<file path="src/rtl/temporizador_bcd.sv">
// BCD hh:mm:ss countdown timer with IDLE/RUN/PAUSE/DONE control and alarm flag.
// Latency: one clk from load/start/stop/tick to outputs; no backpressure, inputs always accepted.
module temporizador_bcd #(
    parameter logic [7:0] HORA_MAX = 8'h23
) (
    input  logic       clk,
    input  logic       reset,
    input  logic       tick_1hz,
    input  logic       load,
    input  logic       start,
    input  logic       stop,
    input  logic [7:0] hora_in,
    input  logic [7:0] minuto_in,
    input  logic [7:0] segundo_in,
    output logic [7:0] hora_out,
    output logic [7:0] minuto_out,
    output logic [7:0] segundo_out,
    output logic       corriendo,
    output logic       alarma
);

    typedef enum logic [1:0] {IDLE, RUN, PAUSE, DONE} state_t;

    state_t     state, state_nx;
    logic [7:0] hora_nx, minuto_nx, segundo_nx;
    logic [1:0] rst_sync;
    logic       rst_n;
    logic       count_zero, count_one;

    // Assertion is immediate; release is delayed by two edges.
    always_ff @(posedge clk or negedge reset) begin
        if (!reset) rst_sync <= 2'b00;
        else        rst_sync <= {rst_sync[0], 1'b1};
    end
    assign rst_n = rst_sync[1];

    // A field with any non-decimal nibble is treated as out of range.
    function automatic logic [7:0] clamp_bcd(input logic [7:0] v, input logic [7:0] lim);
        if (v[7:4] > 4'd9 || v[3:0] > 4'd9 || v > lim) return lim;
        return v;
    endfunction

    function automatic logic [7:0] dec_bcd(input logic [7:0] v, input logic [7:0] wrap);
        if (v == 8'h00)        return wrap;
        if (v[3:0] == 4'd0)    return {v[7:4] - 4'd1, 4'd9};
        return {v[7:4], v[3:0] - 4'd1};
    endfunction

    assign count_zero = (hora_out == 8'h00) && (minuto_out == 8'h00) && (segundo_out == 8'h00);
    assign count_one  = (hora_out == 8'h00) && (minuto_out == 8'h00) && (segundo_out == 8'h01);

    always_comb begin
        state_nx   = state;
        hora_nx    = hora_out;
        minuto_nx  = minuto_out;
        segundo_nx = segundo_out;
        if (load) begin
            state_nx   = IDLE;
            hora_nx    = clamp_bcd(hora_in, HORA_MAX);
            minuto_nx  = clamp_bcd(minuto_in, 8'h59);
            segundo_nx = clamp_bcd(segundo_in, 8'h59);
        end else begin
            case (state)
                IDLE, PAUSE: begin
                    if (start) state_nx = count_zero ? DONE : RUN;
                end
                RUN: begin
                    if (stop) begin
                        state_nx = PAUSE;
                    end else if (tick_1hz) begin
                        if (count_zero || count_one) begin
                            state_nx   = DONE;
                            hora_nx    = 8'h00;
                            minuto_nx  = 8'h00;
                            segundo_nx = 8'h00;
                        end else begin
                            segundo_nx = dec_bcd(segundo_out, 8'h59);
                            if (segundo_out == 8'h00) begin
                                minuto_nx = dec_bcd(minuto_out, 8'h59);
                                if (minuto_out == 8'h00) hora_nx = dec_bcd(hora_out, 8'h00);
                            end
                        end
                    end
                end
                default: ;
            endcase
        end
    end

    // Status flags are registered alongside the state so they track it exactly.
    always_ff @(posedge clk or negedge rst_n) begin
        if (!rst_n) begin
            state       <= IDLE;
            hora_out    <= 8'h00;
            minuto_out  <= 8'h00;
            segundo_out <= 8'h00;
            corriendo   <= 1'b0;
            alarma      <= 1'b0;
        end else begin
            state       <= state_nx;
            hora_out    <= hora_nx;
            minuto_out  <= minuto_nx;
            segundo_out <= segundo_nx;
            corriendo   <= (state_nx == RUN);
            alarma      <= (state_nx == DONE);
        end
    end

endmodule
</file>
<file path="config.mk">
export PLATFORM = sky130hd
export DESIGN_NAME = temporizador_bcd
export DESIGN_NICKNAME = d
export VERILOG_FILES = /design/src/rtl/temporizador_bcd.sv
export SDC_FILE = /design/constraint.sdc
export NUM_CORES = 1
export LEC_CHECK = 0
export ABC_AREA = 1
export CAP_MARGIN = 15
export CORE_AREA = 2 2 72 74
export CTS_BUF_LIST = sky130_fd_sc_hd__clkbuf_4
export CTS_CLUSTER_SIZE = 25
export DETAILED_ROUTE_END_ITERATION = 10
export DIE_AREA = 0 0 74 76
export GPL_ROUTABILITY_DRIVEN = 0
export PLACE_DENSITY = 0.86
export SETUP_SLACK_MARGIN = 0.02
export SYNTH_ARGS = -nofsm -noshare
export SYNTH_HDL_FRONTEND = slang
export SYNTH_SLANG_ARGS = --single-unit
</file>
<file path="constraint.sdc">
create_clock -name clk -period 1 [get_ports clk]
set_input_delay 0.1 -clock clk [delete_from_list [all_inputs] [get_ports clk]]
set_output_delay 0.1 -clock clk [all_outputs]
set_load 0.005 [all_outputs]
</file>
Word-level counts from Yosys, hierarchy flattened
Cells that the tools add are included.
{ "classes": {"n_addsub": 6, "magnitude_cmp": 9, "eq_ne": 6, "n_mux": 94, "n_reduce_logical": 31} }
{ "ops": {"columns": ["cell", "count"], "rows": [
  ["8-bit two-way mux", 36],
  ["1-bit two-way mux", 51],
  ["4-bit > comparator (second input constant)", 6],
  ["8-bit logical NOT", 3],
  ["4-bit by 1-bit subtractor with 4-bit output (second input constant)", 6],
  ["8-bit by 7-bit > comparator with 1-bit output (second input constant)", 2],
  ["4-bit logical NOT", 3],
  ["2-bit two-way mux", 6],
  ["4-bit nonzero test", 3],
  ["5-bit AND reduction", 2],
  ["8-bit by 1-bit == test with 1-bit output (second input constant)", 1],
  ["8-bit by 6-bit > comparator with 1-bit output (second input constant)", 1],
  ["4-bit AND reduction", 2],
  ["1-bit logical OR", 7],
  ["6-bit AND reduction", 1],
  ["3-bit nonzero test", 2],
  ["2-bit by 1-bit == test with 1-bit output (second input constant)", 2],
  ["2-bit == test (second input constant)", 2],
  ["2-bit case mux with 2 select lines", 1],
  ["2-bit nonzero test", 2],
  ["1-bit logical AND", 3],
  ["3-bit AND reduction", 1],
  ["2-bit logical NOT", 1],
  ["2-bit inequality test (second input constant)", 1],
  ["2-bit OR reduction", 1]
]} }
{ "totals": {"ff_bits": 30, "inputBits": 30, "out_inout_bits": 26, "wordCells": 156} }

Longest topological paths before layout
{ "depth": {"ltp_word": 26, "ltp_mapped": 14, "mapped_depth_nobuf": 14} }

Least setup slack after synthesis
No wires, ideal clock.
{ "synth_path": {"kind": "register -> register", "start": "register hora_out[0]", "end": "register minuto_out[6]", "setup_ns": 0.126, "arrival_time_ns": 1.509, "required_time_ns": 0.874, "slack_ns": -0.635, "path_stages_with_launch": 10, "path_buffers": 0, "synth_period_minus_slack_ns": 1.635, "cell_sequence": "dfrtp_1 inv_1 ha_1 nand3_4 nor2_4 nand3_4 nand3_4 nand2_2 nor2_4 o21ai_0"} }
{ "synth_via": {"elab_chain_len": 9, "word_cells_on_any_way": 13, "classes_between": "mux (5); reduce/logical (8)"} }
{ "synth_rtl": {"columns": ["element", "line", "text"], "rows": [
  ["start, declared", "15", "output logic [7:0] hora_out,"],
  ["start signal, assigned", "101", "hora_out <= hora_nx;"],
  ["8-bit logical NOT (*)", "49, 50", null],
  ["1-bit logical AND (*)", "49, 50", null],
  ["1-bit logical AND, on equally long branches", "49, 50", null],
  ["1-bit logical OR (*)", "71", "if (count_zero || count_one) begin"],
  ["8-bit two-way mux", "71", null],
  ["8-bit two-way mux", "70", "end else if (tick_1hz) begin"],
  ["8-bit two-way mux", "68", "if (stop) begin"],
  ["8-bit two-way mux", "63", "case (state)"],
  ["8-bit two-way mux", "57", "if (load) begin"],
  ["end signal, assigned", "102", "minuto_out <= minuto_nx;"],
  ["end, declared", "16", "output logic [7:0] minuto_out,"]
]} }
Mark *: on every way between the ends. The rest lies on a longest branch, timed or not. The select of a mux whose other input is x is not followed.
A chain may end at the register's enable or synchronous reset.

Final worst setup path
{ "layout_path": {"start": "register minuto_out[4]", "end": "register minuto_out[7]"} }
{ "layout_via": {"elab_chain_len": 15, "word_cells_on_any_way": 25, "classes_between": "add/sub (1); mux (16); reduce/logical (8)"} }
{ "layout_rtl": {"columns": ["element", "line", "text"], "rows": [
  ["8-bit logical NOT", "44, 49, 50", null],
  ["1-bit two-way mux", "44", "if (v == 8'h00) return wrap;"],
  ["1-bit two-way mux", "78", "if (segundo_out == 8'h00) begin"],
  ["1-bit two-way mux", "71", null],
  ["1-bit two-way mux", "70", null],
  ["1-bit two-way mux", "68", null],
  ["1-bit two-way mux", "63", null],
  ["1-bit two-way mux", "57", null],
  ["8-bit two-way mux", "45", "if (v[3:0] == 4'd0) return {v[7:4] - 4'd1, 4'd9};"],
  ["8-bit two-way mux", "78", null],
  ["8-bit two-way mux", "71", null],
  ["8-bit two-way mux", "70", null],
  ["8-bit two-way mux", "68", null],
  ["8-bit two-way mux", "63", null],
  ["8-bit two-way mux", "57", null]
]} }
Several ways; a longest one is shown, not always the timed one. The select of a mux whose other input is x is not followed.

==> summary.txt <==
Power and ir drop
  – P_leak: 0.00183 µW
  – Switching Fraction: 40.0%
  – Peak supply drop: roughly 1.3 mV
  – Tot Pwr: ~7800 µW
  – Logic pwr share: 67.7%
  – Share of power burned in registers: 23.0%
  – Pwr Density: 2100 mW/mm²
  – Internal Power: 4710 µW
  – Clock Power Share: approximately a tenth
  – Switching pwr: between 3000 and 4000 µW

STA
  – Slew Limit Fails: 0
  – Tcrit/Tclk final: 179%
  – # setup viols final: 49
  – Fmax: 557 MHz
  – Post-route setup slack: -0.794 ns
  – Hold Vio Cnt, Final: 0
  – Post-route minimum period: 1.79 ns
  – Setup Skew: 0.0122 ns
  – Hold slack: between 0.2 and 0.3 ns
  – RSZ-0062 raised after global routing: true

Global routing
  – Congestion Overflow GR: 0
  – Largest net degree at the start of global routing: 29
  – First-pass GRT wire length: between 10 and 15 mm
  – Initial antenna violation count: 0
  – Global Route Usage Sum: 25.3%
  – Vias in the first global route: between 2,000 and 3,000

Flow run
  – Max Cap Violations: 0

Clock network
  – H-tree Lvls: 2
  – Root buffer cell: clkbuf_4
  – CTS tree: done
  – CTS buffer count: 5
  – Clock Latency Late Sink: 0.34 ns
  – Clock sink count: 30
  – CTS Buffer Depth: 2
  – Clk slew on worst S/H paths: 0.10 ns

Floorplan
  – Die W: 74 µm
  – Io pins: 56
  – Die ar.: 0.00562 mm²
  – Row cnt: 26
  – Core area: a little under 0.005 mm²
  – Starting Density: 43.0%
  – Die H: 76 µm

Detailed routing
  – WL met3: 440 µm
  – Drt pass-1 iters: 5
  – Routed wire length per instance: 14.8 µm
  – Vias/cell: 5.25
  – Top Metal Used: met4
  – Post-route ant nets: 0
  – Post-Route WL: between 7 and 8 mm
  – WL met1: 2.88 mm
  – Via count: between 2,000 and 3,000
  – DR WL met2: 3.86 mm
  – DRT iter0 DRCs: 153
  – Residual DRC: 0

Yosys
  – Count leader, synth: nand2_1
  – Cells after Synth: about 290
  – Mapped Avg Cell Area: about 7.4 µm²
  – Synth top area cells: dfrtp_1, nand2_1, o21ai_0, ha_1, inv_1
  – Post-synth top area share: 35.5%
  – Sequential area share after synthesis: a little over a third
  – Mapped Nets: roughly 330
  – EDFF count, synth: 0
  – Asr flop ratio synth: 100%
  – Post-synth top cells: nand2_1, o21ai_0, inv_1
  – Yosys reg bits: 30
  – Synth area leader: dfrtp_1
  – Count of cell types in the netlist: 33
  – Ys Warns: 0
  – Mapped cell area: roughly 0.0021 mm²
  – Ys flop type: dfrtp_1

Worst setup path
  – Critical Path Max Stage Delay: 0.39 ns
  – CP cell instances: inv_2, ha_1, nand3_1, nor2_4, nor2_1, inv_1, buf_4, nor3_1, nand2_1, o21ai_1
  – Setup CP Type: flop to flop
  – Worst setup SP type: flop
  – Worst-path fanout max: 4
  – Slowest cell on the critical path: dfrtp_1
  – Critical Path AT: ~2.1 ns
  – Worst path top cell family by delay: simple AND/OR/NAND/NOR gates
  – Critical Path RT: about 1.3 ns
  – Number of buffers and inverters on the critical path: 3
  – Crit. End Element: flop

Finish
  – Number of inserted diodes: 0
  – Final #Nets: around 480
  – Final core utilization: between 70% and 80%
  – Share of layout cells above drive strength 1: a little over two fifths
  – Layout area overhead: 76.3%

Placement
  – PortBufs: 55
  – Detailed Place HPWL: about 4.8 mm

Status
  – Failing checks: negative setup slack
  – Outcome: finished, violations left

Min path
  – Worst min path class: flop to async pin
## metal layers
metal  vias to the layer above  global-route usage (%)
met2                       129                    43.8
met5                         -                       0
met1                      1255                    29.4
met4                         0                    12.2
met3                        34                    4.23
li1                       1233                       -
## flip-flops by register name, summed over array words and instances (netlist names)
signal / cells
alarma: 1
corriendo: 1
hora_out: 8
minuto_out: 8
rst_sync: 2
segundo_out: 8
state: 2
## stage by stage
step	instance area, µm²	worst slack (ns)	std cells	TNS, ns
2_1_floorplan	2140	-0.599	287	-14.42
3_3_place_gp	3300	-0.613	479	-16.35
3_5_place_dp	3300	-0.696	479	-18.28
4_1_cts	3600	-0.660	500	-19.19
5_1_grt	3730	-0.919	505	-24.45
6_report	3730	-0.794	505	-21.09
## cell families (layout without fill, tap and decap cells)
family / count (synthesis) / count (layout) / synth area share (%)
XOR/XNOR: 8 / 8 / 3.32
buffers and inverters: 47 / 195 / 8.35
other: 1 / 1 / 0.177
AND/OR/NAND/NOR: 130 / 130 / 30.3
flip-flops: 30 / 30 / 35.5
AO/OA/AOI/OAI: 59 / 59 / 15.2
adder cells (fa/ha/maj): 12 / 12 / 7.10
## power groups by stage
stage                     combinational [µW]  clock (µW)  sequential (µW)
after floorplan                         1840           0             1890
after global placement                  4080           0             1740
after detailed placement                4220           0             1750
after CTS                               4720         747             1780
after global routing                    5730         793             1830
final                                   5310         733             1800
## placed cells by master (no fill, tap or decap), drive strengths merged
cell	n
ha	12
or2	1
inv	44
o21a	2
nand3b	2
nor4	2
clkinv	2
a22oi	2
clkdlybuf4s50	29
o41ai	1
nor2	25
conb	1
a221oi	1
clkbuf	8
xor2	5
a31oi	2
nand3	19
a21oi	10
nand4	2
dlygate4sd3	1
nand2	74
nor3	5
buf	111
dfrtp	30
o31ai	1
xnor2	3
o21ai	40
## area by class of cell
type	instances	area (µm²)
multi-input cells	210	1340
repair buffers	143	1320
fillers	318	1190
flip-flops and latches	30	752
inverters	44	175
well taps	70	87.6
clock buffers	6	45.0
clock inverters	2	8.76
## what timing repair did
item                                    in CTS  in global routing
pin swaps                                    5                  9
endpoints found under the hold margin        2                  0
buffers inserted                            15                 14
gates resized for setup                    151                 50
endpoints found under the setup margin      54                 50
hold buffers                                 1                  0
cloned                                       0                  0
## worst paths after layout
kind | slack (ns) | start | cells past startpoint | to
worst max-delay path | -0.79 | minuto_out[4] | 10 | minuto_out[7]
max in group asynchronous | 0.42 | reset | 2 | rst_sync[1]
min in group clk | 0.36 | rst_sync[0] | 0 | rst_sync[1]
worst max register to register | -0.79 | minuto_out[4] | 10 | minuto_out[7]
worst min register to register | 0.26 | rst_sync[1] | 1 | segundo_out[1]
worst min-delay path | 0.26 | rst_sync[1] | 1 | segundo_out[1]
Note: power is estimated with default switching activity, not from simulation.
